File: src/rtl/stream_offset_decoder.sv
// Registered removal of a fixed offset from one incoming data stream.
module stream_offset_decoder #(
    parameter int WIDTH  = 32,
    parameter int OFFSET = 0
) (
    input  logic             clk,
    input  logic             reset,
    input  logic [WIDTH-1:0] data_in,
    output logic [WIDTH-1:0] dec_out
);

    // Subtract the offset modulo 2^WIDTH so a wrapped generator counter decodes cleanly.
    always_ff @(posedge clk or negedge reset) begin
        if (!reset) begin
            dec_out <= '0;
        end else begin
            dec_out <= data_in - WIDTH'(OFFSET);
        end
    end

endmodule

File: config.mk
export PLATFORM = sky130hd
export DESIGN_NAME = stream_offset_decoder
export DESIGN_NICKNAME = d
export VERILOG_FILES = /design/src/rtl/stream_offset_decoder.sv
export SDC_FILE = /design/constraint.sdc
export NUM_CORES = 1
export LEC_CHECK = 0
export ABC_AREA = 1
export CAP_MARGIN = 20
export CORE_MARGIN = 4
export CORE_UTILIZATION = 55
export DETAILED_ROUTE_END_ITERATION = 6
export DONT_BUFFER_PORTS = 1
export GPL_TIMING_DRIVEN = 0
export PLACE_DENSITY = 0.8
export SETUP_SLACK_MARGIN = 0.15
export SKIP_CTS_REPAIR_TIMING = 1
export SLEW_MARGIN = 20
export SYNTH_ARGS = -nofsm -noshare
export SYNTH_HDL_FRONTEND = slang
export SYNTH_SLANG_ARGS = --single-unit
File: constraint.sdc
create_clock -name clk -period 0.8 [get_ports clk]
set_input_delay 0.16 -clock clk [delete_from_list [all_inputs] [get_ports clk]]
set_output_delay 0.16 -clock clk [all_outputs]
set_load 0.03 [all_outputs]
==> results of run 1 <==
==> where the power goes <==
part	internal (mW)	switching, mW
logic	0.104	0.0246
registers	1.71	0.208
clock network	0.498	0.457
total	2.32	0.690
==> through the flow <==
step | power, mW | instance area [µm²] | setup TNS [ns]
after floorplan | 1.93 | 801 | 0
after global placement | 1.94 | 820 | 0
after detailed placement | 1.94 | 820 | 0
after CTS | 2.88 | 885 | -6.10
after global routing | 3.13 | 1240 | -5.37
final | 3.01 | 1240 | -4.33
==> cell usage in the layout, fill, tap and decap left out <==
cell type      Yosys  layout
clkbuf_8           0       2
dlygate4sd3_1      0      32
clkbuf_4           0       5
dfrtp_2            0      32
==> area by class of cell <==
class                   instances  share of cell area [%]
clock buffers                   7                    5.23
flip-flops and latches         32                    67.5
well taps                      15                    1.51
repair buffers                 32                    25.7
==> metal layers <==
| layer | track usage [%] | wire [µm] |
|---|---|---|
| met4 | 10.2 | 0 |
| met3 | 12.5 | 238 |
| met1 | 10.8 | 513 |
| met2 | 19.2 | 991 |
| met5 | 0 | 0 |
==> cells by family (layout without fill, tap and decap cells) <==
logic type,count (synthesis),count (layout),synth area share [%]
flip-flops,32,32,100
buffers and inverters,0,39,0
==> final timing paths <==
| kind | startpoint | endpoint |
|---|---|---|
| max | dec_out[10] | dec_out[10] |
| min | reset | dec_out[11] |
| max in group asynchronous | reset | dec_out[2] |
| min in group clk | data_in[6] | dec_out[6] |
==> impl_metrics.tcl, run 1 <==
set metrics [dict create \
    status "finished, violations left" \
    violations "negative hold slack, negative setup slack" \
    slew_violations 0 \
    synth_largest_area_cell "dfrtp_1" \
    finalNetCount 105 \
    initial_core_util_pct 60.0 \
    grt_start_max_net_pins 33 \
    setup_violations 32 \
    ys_seq_area_share_pct 100 \
    io_buffers 0 \
    power_leakage_nw 0.512 \
    fin_util_pct 93.3 \
    antenna-diode-count 0 \
    multi_input_area_um2 0 \
    routed-via-count 417 \
    seqCellArea_um2 841 \
    reg_top3 "dec_out: 32 flops" \
    crit_required_ns 0.64 \
    synthToLayoutAreaGrowth_pct 55.5 \
    whs_ns -0.462 \
    rows 13 \
    first_iter_violations 1 \
    comb.multi_input.count 0 \
    synthTopCellsByArea "dfrtp_1 (100%)" \
    power.density_mw_per_mm2 2410 \
    post-route-period-util_pct 119 \
    cts_buffers 5 \
    drt-vias-per-instance 4.85 \
    endpoint_kind "output pin" \
    track_usage_pct 13.3 \
    post-place-cells 47 \
    yosysWarnings 0 \
    wl_um 1740 \
    first_global_vias 338 \
    synth_most_common_cell "dfrtp_1" \
    synth_edf_count 0 \
    synth_top_area_share_pct 100 \
    final-hold-violation-count 32 \
    setup_ws_ns -0.153 \
    drc 0 \
    cts_max_level 2 \
    num-fill-cells 34 \
    fin_cells 86 \
    largest-register "dec_out" \
    grt_overflow 0 \
    drive_gt1_share_pct 54.9 \
    path_depth 0 \
    clockBufferDepth 2 \
    vdd_drop_max_mv 1.97 \
    post_drt_wl_per_cell_um 20.3 \
    synthArstFlopShare_pct 100 \
    antenna_found_initial 0 \
    syn_inst 32 \
    min_path_type "primary input to async pin" \
    fmax_ghz 1.05 \
    tritoncts "yes" \
    tightest_slew_ns 0.180 \
    synth_ff_type "dfrtp_1" \
    rsz0062_at_grt "yes" \
    syn_area_um2 801 \
    drt_first_pass_iters 4 \
    netlist_top_cells_count "dfrtp_1 (32)" \
    clk_pin_slew_worst_paths_ns 0.10 \
    clock_sinks 32 \
    ys_types 1 \
    cp.arrival_ns 0.79 \
    criticalPathCategory "flip-flop to output pin" \
    synth_nets 66 \
    synth_seq_cells 32 \
    grt_pass1_wl_um 1730 \
    largest_reg_flops 32 \
    syn_area_per_cell_um2 25.0 \
    fin_crit_ns 0.953 \
    detail-route-antenna-nets 0 \
    die-area_mm2 0.00213 \
    dieHeight_um 46.2 \
    maxCapViolations 0 \
    cp_max_fo 1 \
    cp-start-kind "flip-flop" \
    pin_count 66 \
    core_mm2 0.00133 \
    dp_slack_ns 0.145 \
    gp_congestion 0.593 \
    relSlewSlack_pct 88.0 \
    cts-root-buf "clkbuf_4" \
    die_width_um 46.2 \
]
Power figures use the tool's default switching activity.
==> run 2: changes to the inputs <==
--- a/config.mk
+++ b/config.mk
@@ -5,13 +5,11 @@
 export SDC_FILE = /design/constraint.sdc
 export NUM_CORES = 1
 export LEC_CHECK = 0
-export ABC_AREA = 1
 export CAP_MARGIN = 20
 export CORE_MARGIN = 4
 export CORE_UTILIZATION = 55
 export DETAILED_ROUTE_END_ITERATION = 6
 export DONT_BUFFER_PORTS = 1
-export GPL_TIMING_DRIVEN = 0
 export PLACE_DENSITY = 0.8
 export SETUP_SLACK_MARGIN = 0.15
 export SKIP_CTS_REPAIR_TIMING = 1
==> constraint.sdc (replaced) <==
create_clock -name clk -period 0.8 [get_ports clk]
set_input_delay 0.16 -clock clk [delete_from_list [all_inputs] [get_ports clk]]
set_output_delay 0.16 -clock clk [all_outputs]
set_load 0.1 [all_outputs]
==> run 2 against run 1 <==
  * The flow now stops in detailed placement
  * Synthesized cell count unchanged
  * Area after synthesis unchanged
==> impl_metrics.tcl, run 2 <==
set metrics [dict create \
    syn_area_um2 801 \
    synth_edf_count 0 \
    synthArstFlopShare_pct 100 \
    syn_area_per_cell_um2 25.0 \
    rows 13 \
    firstError "[ERROR DPL-0033] detailed placement checks failed during check placement." \
    ys_seq_area_share_pct 100 \
    synth_ff_type "dfrtp_1" \
    initial_core_util_pct 60.0 \
    gp_congestion 0.637 \
    syn_inst 32 \
    synth_seq_cells 32 \
    haltStage "detailed placement" \
    ys_types 1 \
    pin_count 66 \
    io_buffers 0 \
    yosysWarnings 0 \
    synth_most_common_cell "dfrtp_1" \
    synthTopCellsByArea "dfrtp_1 (100%)" \
    status "aborted with a tool error" \
    dieHeight_um 46.2 \
    synth_nets 66 \
    netlist_top_cells_count "dfrtp_1 (32)" \
    die_width_um 46.2 \
    synth_top_area_share_pct 100 \
    synth_largest_area_cell "dfrtp_1" \
]
run 2: per-stage QoR:
step	setup slack, ns	cells
2_1_floorplan	0.0478	32
3_3_place_gp	0.0428	47
run 2: logic make-up after synthesis:
kind of cell,share of synthesized area (%)
flops,100
==> run 3: changes to the inputs <==
--- a/config.mk
+++ b/config.mk
@@ -6,12 +6,11 @@
 export NUM_CORES = 1
 export LEC_CHECK = 0
 export CAP_MARGIN = 20
-export CORE_MARGIN = 4
-export CORE_UTILIZATION = 55
+export CORE_AREA = 4 4 65 67
 export DETAILED_ROUTE_END_ITERATION = 6
+export DIE_AREA = 0 0 69 71
 export DONT_BUFFER_PORTS = 1
-export PLACE_DENSITY = 0.8
-export SETUP_SLACK_MARGIN = 0.15
+export PLACE_DENSITY_LB_ADDON = 0.15
 export SKIP_CTS_REPAIR_TIMING = 1
 export SLEW_MARGIN = 20
 export SYNTH_ARGS = -nofsm -noshare
==> run 3 against run 2 <==
  * The flow now finishes, with violations (negative hold slack, negative setup slack)
==> impl_metrics.tcl, run 3 (synthesized netlist as in run 1, its figures left out) <==
set metrics [dict create \
    status "finished, violations left" \
    violations "negative hold slack, negative setup slack" \
    routed-via-count 427 \
    min_path_type "primary input to async pin" \
    post_drt_wl_per_cell_um 14.9 \
    track_usage_pct 7.16 \
    crit_required_ns 0.64 \
    fin_cells 120 \
    slew_violations 0 \
    grt_pass1_wl_um 2400 \
    multi_input_area_um2 0 \
    clockBufferDepth 2 \
    fin_crit_ns 1.06 \
    largest_reg_flops 32 \
    drt_first_pass_iters 3 \
    io_buffers 0 \
    gp_congestion 0.540 \
    relSlewSlack_pct 79.7 \
    num-fill-cells 360 \
    largest-register "dec_out" \
    rows 22 \
    whs_ns -0.427 \
    setup_ws_ns -0.255 \
    die-area_mm2 0.00490 \
    rsz0062_at_grt "yes" \
    pin_count 66 \
    initial_core_util_pct 22.0 \
    cp-start-kind "flip-flop" \
    post-route-period-util_pct 132 \
    endpoint_kind "output pin" \
    total_power_mw 4.03 \
    cts_buffers 5 \
    vdd_drop_max_mv 1.21 \
    setup_violations 32 \
    drive_gt1_share_pct 55.6 \
    stdcell_area_mm2 0.00141 \
    cp.arrival_ns 0.90 \
    cp_max_fo 1 \
    first_global_vias 418 \
    maxCapViolations 0 \
    clock_sinks 32 \
    drc 0 \
    cts-root-buf "clkbuf_8" \
    final_cell_mix "dfrtp_4 (32), dlygate4sd3_1 (32), clkbuf_8 (5)" \
    power.density_mw_per_mm2 2850 \
    wl_um 1790 \
    clk_pin_slew_worst_paths_ns 0.07 \
    tritoncts "yes" \
    die_width_um 69 \
    dieHeight_um 71 \
    comb.multi_input.count 0 \
    detail-route-antenna-nets 0 \
    final-hold-violation-count 32 \
    tightest_slew_ns 0.305 \
    post-place-cells 80 \
    first_iter_violations 12 \
    core_mm2 0.00363 \
    criticalPathCategory "flip-flop to output pin" \
    grt_overflow 0 \
    reg_top3 "dec_out: 32 flops" \
    fmax_ghz 0.948 \
    antenna-diode-count 0 \
    seqCellArea_um2 921 \
    finalNetCount 105 \
    grt_start_max_net_pins 33 \
    drt-vias-per-instance 3.56 \
    synthToLayoutAreaGrowth_pct 76.4 \
    power_leakage_nw 0.532 \
    antenna_found_initial 0 \
    cts_max_level 2 \
    placed_cell_area_um2 981 \
]
## run 3: worst paths after layout
| kind | start | end | slack, ns | cells past startpoint |
|---|---|---|---|---|
| setup / recovery | dec_out[26] | dec_out[26] | -0.26 | 0 |
| min in group clk | data_in[31] | dec_out[31] | 0.44 | 1 |
| hold / removal | reset | dec_out[22] | -0.43 | 0 |
| max in group asynchronous | reset | dec_out[11] | 1.13 | 0 |
## run 3: through the flow
| step | hold slack (ns) | setup slack, ns | setup TNS, ns | utilization, % |
|---|---|---|---|---|
| after global routing | -0.456 | -0.289 | -9.11 | 38.9 |
| after CTS | -0.439 | -0.269 | -8.47 | 30.1 |
| final | -0.427 | -0.255 | -8.05 | 38.9 |
| after global placement | -0.135 | 0.0405 | 0 | 27.0 |
| after floorplan | -0.136 | 0.0478 | 0 | - |
| after detailed placement | -0.135 | 0.0393 | 0 | 27.0 |
## run 3: where the power goes
part	switching (mW)	internal, mW
Sequential	0.663	1.75
Clock	0.568	0.920
Combinational	0.0221	0.103
## run 3: layout make-up
type,count,area share (%)
sequential,32,65.2
timing repair buffer,32,22.7
clock buffer,5,4.87
tap,48,4.25
clock inverter,3,3.01
## run 3: layer usage
metal	GRT usage (%)	up-vias	part of all wire, %
li1	-	173	-
met5	0	-	0
met1	5.19	214	27
met2	10.7	40	57
met3	9.09	0	15
met4	3.25	0	0
==> run 4: changes to the inputs <==
--- a/config.mk
+++ b/config.mk
@@ -10,7 +10,6 @@
 export DETAILED_ROUTE_END_ITERATION = 6
 export DIE_AREA = 0 0 69 71
 export DONT_BUFFER_PORTS = 1
-export PLACE_DENSITY_LB_ADDON = 0.15
 export SKIP_CTS_REPAIR_TIMING = 1
 export SLEW_MARGIN = 20
 export SYNTH_ARGS = -nofsm -noshare
==> run 4 against run 3 <==
  * The run still ends with negative hold slack, negative setup slack left
  * Via count down 1.4%
  * Die area unchanged
  * Non-clock buffer count unchanged
  * Critical path depth unchanged
  * Core utilization down 0.83 points
  * Cell count down 0.83%
  * Worst hold slack worse by 0.0032 ns
  * First-iteration DRC count down 83%
  * Total power down 9.0%
  * Largest cell class unchanged
==> impl_metrics.tcl, run 4 (synthesized netlist as in run 1, its figures left out) <==
set metrics [dict create \
    cp-start-kind "flip-flop" \
    synthToLayoutAreaGrowth_pct 72.7 \
    post-route-period-util_pct 132 \
    cp_max_fo 1 \
    setup_violations 32 \
    min_path_type "primary input to async pin" \
    multi_input_area_um2 0 \
    die_width_um 69 \
    tritoncts "yes" \
    seqCellArea_um2 921 \
    tightest_slew_ns 0.300 \
    core_mm2 0.00363 \
    reg_top3 "dec_out: 32 flops" \
    fin_util_pct 38.1 \
    num-fill-cells 349 \
    cts_buffers 5 \
    finalNetCount 105 \
    final-hold-violation-count 32 \
    comb.multi_input.count 0 \
    cts_max_level 2 \
    wl_um 1770 \
    antenna_found_initial 0 \
    relSlewSlack_pct 80.1 \
    cts-root-buf "clkbuf_8" \
    fin_crit_ns 1.06 \
    routed-via-count 421 \
    setup_ws_ns -0.260 \
    violations "negative hold slack, negative setup slack" \
    detail-route-antenna-nets 0 \
    initial_core_util_pct 22.0 \
    grt_pass1_wl_um 2200 \
    first_iter_violations 2 \
    slew_violations 0 \
    gp_congestion 0.602 \
    crit_required_ns 0.64 \
    post_drt_wl_per_cell_um 14.8 \
    power_leakage_nw 0.518 \
    pin_count 66 \
    io_buffers 0 \
    track_usage_pct 6.73 \
    clockBufferDepth 2 \
    endpoint_kind "output pin" \
    cp.arrival_ns 0.90 \
    grt_start_max_net_pins 33 \
    rsz0062_at_grt "yes" \
    grt_overflow 0 \
    drt_first_pass_iters 3 \
    vdd_drop_max_mv 1.08 \
    clk_pin_slew_worst_paths_ns 0.07 \
    fmax_ghz 0.944 \
    rows 22 \
    power.density_mw_per_mm2 2650 \
    largest_reg_flops 32 \
    total_power_mw 3.67 \
    maxCapViolations 0 \
    drc 0 \
    clock_sinks 32 \
    whs_ns -0.430 \
    drt-vias-per-instance 3.54 \
    largest-register "dec_out" \
    dieHeight_um 71 \
    final_cell_mix "dfrtp_4 (32), dlygate4sd3_1 (32), clkbuf_8 (5)" \
    criticalPathCategory "flip-flop to output pin" \
    drive_gt1_share_pct 54.9 \
    status "finished, violations left" \
    first_global_vias 355 \
    die-area_mm2 0.00490 \
    antenna-diode-count 0 \
]
run 4: cell types whose count changed in the layout (fill, tap and decap cells not counted), sizes merged:
| cell | change |
|---|---|
| bufinv | -1 |
run 4: cell type report:
class | instances | area share [%]
well taps | 48 | 4.34
flip-flops and latches | 32 | 66.6
repair buffers | 32 | 23.2
clock buffers | 5 | 4.98
clock inverters | 2 | 0.905
run 4: path summary, 6_finish.rpt:
check,start,endpoint,slack (ns),depth (start not counted)
min in group clk,data_in[7],dec_out[7],0.43,1
max in group asynchronous,reset,dec_out[11],1.14,0
max,dec_out[5],dec_out[5],-0.26,0
min,reset,dec_out[30],-0.43,0
run 4: power by group:
| part | switching, mW | internal, mW |
|---|---|---|
| clock | 0.543 | 0.587 |
| sequential | 0.660 | 1.75 |
| combinational | 0.0210 | 0.103 |
run 4: per-stage QoR:
stage          instances  hold slack [ns]  setup TNS, ns  worst slack [ns]  area (µm²)
4_1_cts               87           -0.446          -8.68            -0.277        1060
5_1_grt              119           -0.457          -8.95            -0.289        1380
6_report             119           -0.430          -8.06            -0.260        1380
3_5_place_dp          80           -0.135              0            0.0405         981
3_3_place_gp          80           -0.135              0            0.0439         981
2_1_floorplan         32           -0.136              0            0.0478         921
run 4: layer usage:
layer  vias to the layer above  track usage [%]  wire, µm
met1                       204             4.29       544
li1                        173                -         -
met5                         -                0         0
met3                         4             7.95       260
met2                        40             9.85       931
met4                         0             5.86        29
